--- src/rtl/hazard_scoreboard.sv ---
`default_nettype none
// ============================================================================
// Module   : hazard_scoreboard
// Purpose  : Per-register pending-write scoreboard and stall controller for a
//            4-stage MIPS pipeline. It sits beside IF/ID and counts, for each
//            architectural register, the writes that have issued but not yet
//            reached writeback. Fetch and decode stall while a source
//            register has an outstanding write, or while the destination's
//            pending counter is full. The block also keeps stall performance
//            counters.
// Ports    : clk, rst            clock / synchronous active-high reset
//            i_id_valid          instruction present in ID
//            i_id_rs, i_id_rt    source registers
//            i_id_uses_rs/rt     instruction reads rs / rt
//            i_id_writes, i_id_rd destination write enable / register
//            i_id_flush          squash the ID instruction this cycle
//            i_wb_valid, i_wb_rd register write completing this cycle
//            o_stall, o_issue    combinational stall / advance
//            o_stall_run         length of current/last stall (saturating)
//            o_stall_total       total stall cycles (saturating)
//            o_wb_err            sticky: writeback with nothing pending
// Revision : 1.0  initial release
// ============================================================================
module hazard_scoreboard #(
  parameter int REG_W  = 5,
  parameter int PEND_W = 2,
  parameter int CNT_W  = 16
) (
  input  logic             clk,
  input  logic             rst,
  input  logic             i_id_valid,
  input  logic [REG_W-1:0] i_id_rs,
  input  logic [REG_W-1:0] i_id_rt,
  input  logic             i_id_uses_rs,
  input  logic             i_id_uses_rt,
  input  logic             i_id_writes,
  input  logic [REG_W-1:0] i_id_rd,
  input  logic             i_id_flush,
  input  logic             i_wb_valid,
  input  logic [REG_W-1:0] i_wb_rd,
  output logic             o_stall,
  output logic             o_issue,
  output logic [CNT_W-1:0] o_stall_run,
  output logic [CNT_W-1:0] o_stall_total,
  output logic             o_wb_err
);

  localparam int              c_NREG     = 2 ** REG_W;
  localparam logic [PEND_W-1:0] c_PEND_ONE = PEND_W'(1);
  localparam logic [PEND_W-1:0] c_PEND_MAX = '1;
  localparam logic [CNT_W-1:0]  c_CNT_MAX  = '1;
  localparam logic [REG_W-1:0]  c_R0       = '0;

  typedef enum logic [0:0] {
    S_RUN   = 1'b0,
    S_STALL = 1'b1
  } state_t;

  state_t            r_state;
  logic [PEND_W-1:0] r_pend [c_NREG];
  logic [CNT_W-1:0]  r_stall_run;
  logic [CNT_W-1:0]  r_stall_total;
  logic              r_wb_err;

  logic w_busy_rs;
  logic w_busy_rt;
  logic w_full;
  logic w_hazard;
  logic w_stall;
  logic w_issue;
  logic w_inc;
  logic w_dec;
  logic w_same;
  logic w_wb_orphan;

  // A writeback retiring the last pending write to a register clears the
  // hazard in the same cycle: the regfile writes before ID reads.
  // r_pend[0] is never incremented, so r0 can never appear busy.
  always_comb begin
    w_busy_rs = (r_pend[i_id_rs] != '0) &&
                !(i_wb_valid && (i_wb_rd == i_id_rs) && (r_pend[i_id_rs] == c_PEND_ONE));
    w_busy_rt = (r_pend[i_id_rt] != '0) &&
                !(i_wb_valid && (i_wb_rd == i_id_rt) && (r_pend[i_id_rt] == c_PEND_ONE));
    // Any writeback to the destination frees a slot, so the counter
    // cannot overflow when the issue goes ahead.
    w_full    = i_id_writes && (i_id_rd != c_R0) &&
                (r_pend[i_id_rd] == c_PEND_MAX) &&
                !(i_wb_valid && (i_wb_rd == i_id_rd));
    w_hazard  = (i_id_uses_rs && w_busy_rs) || (i_id_uses_rt && w_busy_rt) || w_full;
    // Flush wins over hazard: a squashed instruction neither stalls nor issues.
    w_stall   = i_id_valid && !i_id_flush && w_hazard;
    w_issue   = i_id_valid && !i_id_flush && !w_hazard;

    w_inc       = w_issue && i_id_writes && (i_id_rd != c_R0);
    w_dec       = i_wb_valid && (i_wb_rd != c_R0) && (r_pend[i_wb_rd] != '0);
    w_same      = (i_id_rd == i_wb_rd);
    w_wb_orphan = i_wb_valid && (i_wb_rd != c_R0) && (r_pend[i_wb_rd] == '0);
  end

  always_ff @(posedge clk) begin
    if (rst) begin
      for (int r = 0; r < c_NREG; r++) begin
        r_pend[r] <= '0;
      end
      r_state       <= S_RUN;
      r_stall_run   <= '0;
      r_stall_total <= '0;
      r_wb_err      <= 1'b0;
    end else begin
      // Net effect of issue and writeback; on the same register they cancel.
      if (w_inc && !(w_dec && w_same)) begin
        r_pend[i_id_rd] <= r_pend[i_id_rd] + c_PEND_ONE;
      end
      if (w_dec && !(w_inc && w_same)) begin
        r_pend[i_wb_rd] <= r_pend[i_wb_rd] - c_PEND_ONE;
      end

      if (w_wb_orphan) begin
        r_wb_err <= 1'b1;
      end

      if (w_stall && (r_stall_total != c_CNT_MAX)) begin
        r_stall_total <= r_stall_total + 1'b1;
      end

      case (r_state)
        S_RUN: begin
          if (w_stall) begin
            r_state     <= S_STALL;
            r_stall_run <= CNT_W'(1);
          end
        end
        S_STALL: begin
          if (w_stall) begin
            if (r_stall_run != c_CNT_MAX) begin
              r_stall_run <= r_stall_run + 1'b1;
            end
          end else begin
            r_state <= S_RUN;
          end
        end
        default: r_state <= S_RUN;
      endcase
    end
  end

  assign o_stall       = w_stall;
  assign o_issue       = w_issue;
  assign o_stall_run   = r_stall_run;
  assign o_stall_total = r_stall_total;
  assign o_wb_err      = r_wb_err;

endmodule
`default_nettype wire

--- config.mk ---
export PLATFORM = sky130hd
export DESIGN_NAME = hazard_scoreboard
export DESIGN_NICKNAME = d
export VERILOG_FILES = /design/src/rtl/hazard_scoreboard.sv
export SDC_FILE = /design/constraint.sdc
export NUM_CORES = 1
export LEC_CHECK = 0
export CAP_MARGIN = 40
export CELL_PAD_IN_SITES_DETAIL_PLACEMENT = 0
export CELL_PAD_IN_SITES_GLOBAL_PLACEMENT = 2
export CORE_MARGIN = 3
export CORE_UTILIZATION = 42
export CTS_BUF_LIST = sky130_fd_sc_hd__clkbuf_4 sky130_fd_sc_hd__clkbuf_8 sky130_fd_sc_hd__clkbuf_16
export CTS_CLUSTER_DIAMETER = 60
export DETAILED_ROUTE_END_ITERATION = 10
export PLACE_DENSITY_LB_ADDON = 0.1
export SKIP_LAST_GASP = 1
export SLEW_MARGIN = 20
export SYNTH_ARGS = -nofsm -noshare
export SYNTH_HDL_FRONTEND = slang
export SYNTH_SLANG_ARGS = --single-unit
--- constraint.sdc ---
create_clock -name clk -period 18.5 [get_ports clk]
set_input_delay 5.55 -clock clk [delete_from_list [all_inputs] [get_ports clk]]
set_output_delay 5.55 -clock clk [all_outputs]
set_load 0.05 [all_outputs]
==> results.py, run 1 <==
metrics = {
    "cells_and_area": {
        "area_delta_synth_final_pct": 14.0,
        "antenna_cells": 0,
        "seq_area_mm2": 0.00260,
        "layout-drive-gt1-share_pct": 16.3,
        "multi_input_area_mm2": 0.00484,
        "fillCellCount": 1656,
        "final_nets": 833,
    },
    "route": {
        "ant_nets": 0,
        "via_count": 7607,
        "routedWlPerCell_um": 28.7,
        "drt-initial-drc-count": 1057,
        "wirelength_mm": 29.7,
        "detail_route.vias_per_cell": 7.35,
        "drt_pass1_iterations": 5,
        "drcViolationCount": 0,
    },
    "global_routing": {
        "antenna_found_initial": 0,
        "overflow": 0,
        "grt_pass1_vias": 7128,
        "grt_max_degree": 49,
        "grt_pass1_wl_mm": 44.1,
        "grtUsageTotal_pct": 28.9,
    },
    "power_and_ir_drop": {
        "total_power_uw": 579,
        "netSwitchingFraction_pct": 31.4,
        "p_int_uw": 397,
        "seqPwrFrac_pct": 43.0,
        "leakagePower_nw": 2.78,
        "powerDensity_mw_per_mm2": 64.7,
        "clock_power_share_pct": 34.8,
        "p_sw_uw": 182,
        "pwr-share-comb_pct": 22.2,
        "vdd_drop_max_mv": 0.0482,
    },
    "synthesis": {
        "yosysWarnings": 0,
        "yosys.area_share.simple_pct": 20.6,
        "async_flop_share_pct": 0,
        "synth-edff-count": 64,
        "syn_area_per_cell_um2": 9.94,
        "ys_seq_area_share_pct": 33.2,
        "synth-main-ff-cell": "edfxtp_1",
        "synthXorXnorAreaFrac_pct": 1.67,
        "yosys.cell_count.top_type": "edfxtp_1",
        "synth-compound-area-share_pct": 18.9,
        "ys_ff_latch": 98,
        "synth_top_family_by_area": "simple AND/OR/NAND/NOR gates",
        "yosys.area_share.adder_pct": 0.638,
        "yosys-top-cells-count": "edfxtp_1 (64), mux4_2 (62), nand2_1 (56)",
        "synth_area_mm2": 0.00785,
        "syn_inst": 790,
        "synth.distinct_cells": 68,
        "synth_top_area_cell": "edfxtp_1",
        "synth_top_area_share_pct": 24.5,
        "muxShareOfSynthArea_pct": 19.6,
        "synthTopCellsByArea": "edfxtp_1 (24%), mux4_2 (18%), dfxtp_1 (8.7%)",
    },
    "sta": {
        "fin_crit_sh_pct": 82.9,
        "fin_crit_ns": 15.34,
        "timing.fmax_mhz": 65.2,
        "finalSetupTns_ns": 0,
        "worst-slew-pin-transition_ns": 0.924,
        "setup_slack_ns": 3.16,
        "finalHoldViolCount": 0,
        "rsz0062_at_grt": "false",
        "setup_violations": 0,
        "fin_skew_ns": 0.0115,
        "finalMaxSlewViolations": 0,
        "slew_headroom_pct": 38.2,
    },
    "cts": {
        "clock_latency_ns": 0.36,
        "cts_resized": 0,
        "hold_buffers": 0,
        "clk_pin_slew_ns": 0.08,
        "clock_sinks": 98,
        "cts_tree": "yes",
        "cts.path.max_buffers": 2,
        "post_cts_buffers": 0,
        "clock-root-buffer": "clkbuf_16",
        "cts_buffers": 9,
        "htree_num_levels": 3,
    },
    "placed_design": {
        "dp_slack_ns": 3.21,
        "port_buffers": 62,
        "place_hpwl_mm": 20.6,
        "place_congestion": 1.01,
    },
    "worst_setup_path": {
        "critical_path_class": "primary input to output port",
        "critPathArrivalTime_ns": 9.79,
        "worstSetupStartpointType": "primary input",
        "required_ns": 12.95,
        "crit_fanout": 34,
        "end_kind": "output port",
        "worst-r2r-cell-count": 11,
    },
    "hold_path": {
        "worstHoldPathType": "flop to flop",
        "min_path_cells": 2,
    },
    "status": {
        "status": "completed",
    },
    "die": {
        "rows": 49,
        "die_w_um": 143,
        "initial_core_util_pct": 43.3,
        "die_area_mm2": 0.0204,
        "fp.coreArea_mm2": 0.0181,
        "io-pin-count": 63,
        "fp.dieH_um": 143,
    },
    "run": {
        "maxCapViolCount": 0,
    },
}
path summary, 6_finish.rpt:
kind	to	from	slack, ns
setup reg to reg	r_pend[8][0]	r_pend[7][0]	13.99
setup / recovery	o_stall	i_id_rd[0]	3.16
hold / removal	o_stall_run[15]	o_stall_run[15]	0.50
hold reg to reg	o_stall_run[15]	o_stall_run[15]	0.50
sequential cells by signal (all words and copies together), names as in the netlist:
name           flops
o_stall_run       16
o_stall_total     16
o_wb_err           1
r_pend            64
r_state            1
logic make-up after synthesis:
logic type      count (synthesis)
simple gates                  292
compound gates                205
buf+inv                        99
flops                          98
mux                            76
xor+xnor                       15
fa+ha+maj                       4
other cells                     1
metal layers:
metal	up-vias	global-route usage (%)	routed length (um)
met4	0	12.7	1210
met5	-	0	0
met3	87	8.54	4110
met2	573	40.5	12400
met1	3720	41.3	12000
li1	3227	-	-
placed cells by master, fill, tap and decap left out, drive strengths merged, types with 7 or more instances in the layout:
| cell type | synthesis | routed |
|---|---|---|
| edfxtp | 64 | 64 |
| mux4 | 62 | 62 |
| clkdlybuf4s50 | 0 | 61 |
| nand2 | 57 | 57 |
| nand3 | 39 | 39 |
| o21ai | 38 | 38 |
| dfxtp | 34 | 34 |
| o32ai | 32 | 32 |
| nor2 | 32 | 32 |
| nand4 | 31 | 31 |
| a21oi | 30 | 30 |
| o31ai | 29 | 29 |
| buf | 37 | 27 |
| or3 | 21 | 21 |
| nor4 | 20 | 20 |
| or4 | 17 | 17 |
| a22oi | 16 | 16 |
| and3 | 15 | 15 |
| mux2i | 13 | 13 |
| inv | 10 | 13 |
| clkbuf | 52 | 12 |
| nand2b | 10 | 10 |
| xor2 | 10 | 10 |
| nor3 | 10 | 10 |
| o211ai | 9 | 9 |
| and2 | 8 | 8 |
| or2 | 8 | 8 |
| nor2b | 7 | 7 |
| a41oi | 7 | 7 |
cell type report:
| cell class | instances | share of cell area (%) |
|---|---|---|
| clock buffer | 12 | 3.16 |
| multi-input combinational | 594 | 54.1 |
| timing repair buffer | 88 | 9.77 |
| sequential | 98 | 29.1 |
| clock inverter | 4 | 0.294 |
| inverter | 10 | 0.419 |
| tap | 229 | 3.20 |
critical path, cell delays in order:
cell	delay (ns)
clkdlybuf4s50_1	0.60
buf_8	0.22
mux4_2	0.52
a22oi_1	0.22
and4_1	0.73
inv_1	0.11
ha_1	0.22
nand2_1	0.06
a21oi_1	0.05
or2_4	0.30
o21ai_2	0.11
buf_4	0.31
inv_1	0.07
clkdlybuf4s50_1	0.70
power groups by stage:
stage / Sequential [mW] / Clock, mW / Combinational [mW]
6_report: 0.249 / 0.201 / 0.129
5_1_grt: 0.249 / 0.209 / 0.135
4_1_cts: 0.248 / 0.203 / 0.125
3_5_place_dp: 0.253 / 0 / 0.124
3_3_place_gp: 0.253 / 0 / 0.122
2_1_floorplan: 0.250 / 0 / 0.0819
through the flow:
step | util [%] | cell area, um2 | std cells | hold slack [ns]
2_1_floorplan | - | 7850 | 791 | 0.467
3_3_place_gp | 46.8 | 8500 | 1009 | 0.474
3_5_place_dp | 47.5 | 8620 | 1017 | 0.490
4_1_cts | 49.2 | 8930 | 1033 | 0.503
5_1_grt | 49.3 | 8950 | 1035 | 0.519
6_report | 49.3 | 8950 | 1035 | 0.497
(Power assumes the default switching activity.)
==> run 2: changes to the inputs <==
Settings changed: CORE_UTILIZATION 42 to 39.
Clock period 18.5 ns to 15 ns, I/O delays scaled along.
==> run 2 against run 1 <==
  * Routed wire length rose by 1.7%
  * Highest routed layer unchanged
  * Sequential power rose by 23%
  * Cell area rose by 1.0%
  * Hold slack got worse by 0.0058 ns
  * Sequential share of layout area fell by 0.29 points
  * Worst setup slack got worse by 0.97 ns
  * Register-to-register slack got worse by 3.3 ns
  * Via count rose by 0.60%
  * Die area rose by 7.4%
==> results.py, run 2 (same netlist as run 1, synthesis figures left out) <==
metrics = {
    "placed_design": {
        "place_congestion": 0.964,
        "placed_cell_area_mm2": 0.00870,
        "port_buffers": 62,
        "place_hpwl_mm": 21.0,
    },
    "cells_and_area": {
        "layout_commonest_cell": "edfxtp_1",
        "final_nets": 839,
        "fin_area_mm2": 0.00904,
        "layout-drive-gt1-share_pct": 16.9,
        "antenna_cells": 0,
        "largest_reg_flops": 64,
        "regMostFlops": "r_pend",
        "area_delta_synth_final_pct": 15.2,
        "layout_common_cells": "edfxtp_1 (64), mux4_2 (62), clkdlybuf4s50_1 (61)",
    },
    "cts": {
        "cts_buffers": 9,
        "clk_pin_slew_ns": 0.08,
        "cts.path.max_buffers": 2,
        "htree_num_levels": 3,
        "clock-root-buffer": "clkbuf_16",
        "cts_resized": 0,
        "cts_tree": "yes",
        "hold_buffers": 0,
        "clock_latency_ns": 0.36,
        "clock_sinks": 98,
        "post_cts_buffers": 0,
    },
    "route": {
        "detail_route.vias_per_cell": 7.11,
        "drt_pass1_iterations": 5,
        "drt-met1-wl_mm": 12.6,
        "route.met3.wl_mm": 3.52,
        "drt-initial-drc-count": 1088,
        "drcViolationCount": 0,
        "ant_nets": 0,
        "routed.top_layer": "met4",
        "routedWlPerCell_um": 28.1,
        "wirelength_mm": 30.2,
        "via_count": 7653,
        "route.met2.wl_mm": 13.1,
    },
    "sta": {
        "fin_skew_ns": 0.0149,
        "timing.fmax_mhz": 78.0,
        "finalHoldViolCount": 0,
        "setup_violations": 0,
        "finalMaxSlewViolations": 0,
        "fin_crit_ns": 12.82,
        "fin_crit_sh_pct": 85.4,
        "rsz0062_at_grt": "false",
        "finalSetupTns_ns": 0,
        "worst-slew-pin-transition_ns": 0.941,
        "whs_ns": 0.491,
        "slew_headroom_pct": 37.1,
    },
    "power_and_ir_drop": {
        "vdd_drop_max_mv": 0.0573,
        "p_sw_uw": 227,
        "netSwitchingFraction_pct": 31.9,
        "clock_power_share_pct": 34.3,
        "leakagePower_nw": 2.81,
        "powerDensity_mw_per_mm2": 78.7,
        "seqPwrFrac_pct": 43.1,
        "pwr-share-comb_pct": 22.7,
        "p_int_uw": 485,
    },
    "worst_setup_path": {
        "worstSetupStartpointType": "primary input",
        "end_kind": "output port",
        "crit_fanout": 34,
        "critical_path_class": "primary input to output port",
        "required_ns": 10.50,
        "critPathArrivalTime_ns": 8.32,
    },
    "hold_path": {
        "worstHoldPathType": "flop to flop",
    },
    "die": {
        "fp.coreArea_mm2": 0.0196,
        "io-pin-count": 63,
        "die_w_um": 148,
        "initial_core_util_pct": 40.1,
        "fp.dieH_um": 148,
        "die_area_mm2": 0.0219,
        "rows": 51,
    },
    "global_routing": {
        "overflow": 0,
        "antenna_found_initial": 0,
        "grt_pass1_vias": 7336,
        "grtUsageTotal_pct": 27.3,
        "grt_pass1_wl_mm": 45.7,
        "grt_max_degree": 59,
    },
    "run": {
        "maxCapViolCount": 0,
    },
    "status": {
        "status": "completed",
    },
}
## run 2: cell types whose count changed in the layout (fill, tap and decap cells not counted)
cell       before  now
clkbuf_8        0    1
inv_8           0    1
inv_6           1    2
inv_4           2    1
clkbuf_16      11   10
buf_16          0    1
buf_2           2    1
buf_12          2    0
buf_6           1    3
clkbuf_4        1    0
buf_4          17   23
## run 2: area by class of cell
class,instances,area [um2]
Clock inverter,5,40.0
Tap cell,265,332
Fill cell,1822,10600
Timing Repair Buffer,94,925
Sequential cell,98,2600
Inverter,10,37.5
Multi-Input combinational cell,594,4840
Clock buffer,11,264
## run 2: per-stage QoR
| stage | setup WS (ns) | total power, mW | cells | utilization (%) |
|---|---|---|---|---|
| floorplan | 2.43 | 0.410 | 791 | - |
| global placement | 1.80 | 0.465 | 1051 | 43.9 |
| detailed placement | 2.20 | 0.468 | 1058 | 44.4 |
| CTS | 2.18 | 0.709 | 1074 | 46.0 |
| global route | 1.96 | 0.736 | 1077 | 46.1 |
| finish | 2.18 | 0.712 | 1077 | 46.1 |
## run 2: power groups by stage
stage	logic, mW	clock network, mW	registers [mW]
final	0.161	0.244	0.307
after global routing	0.169	0.260	0.307
after CTS	0.157	0.247	0.306
after detailed placement	0.156	0	0.312
after global placement	0.153	0	0.312
after floorplan	0.101	0	0.309
## run 2: worst max-delay path, stage by stage
cell and delay, ns:
clkdlybuf4s50_1 0.54, buf_8 0.21, mux4_2 0.53, a22oi_1 0.20, and4_1 0.19, buf_4 0.25, inv_1 0.08, ha_1 0.20
nand2_1 0.06, a21oi_1 0.05, or2_4 0.29, o21ai_2 0.12, buf_4 0.31, inv_1 0.07, clkdlybuf4s50_1 0.70
## run 2: per-layer routing
layer | vias to the layer above | track usage [%]
li1 | 3247 | -
met1 | 3791 | 39.2
met2 | 545 | 39.8
met3 | 70 | 7.08
met4 | 0 | 10.0
met5 | - | 0
## run 2: path summary, 6_finish.rpt
check	cells past startpoint	to	startpoint	slack, ns
max	15	o_stall	i_id_rd[0]	2.18
min	2	o_wb_err	o_wb_err	0.49
max reg2reg	13	r_pend[10][1]	r_pend[27][1]	10.70
min reg2reg	2	o_wb_err	o_wb_err	0.49
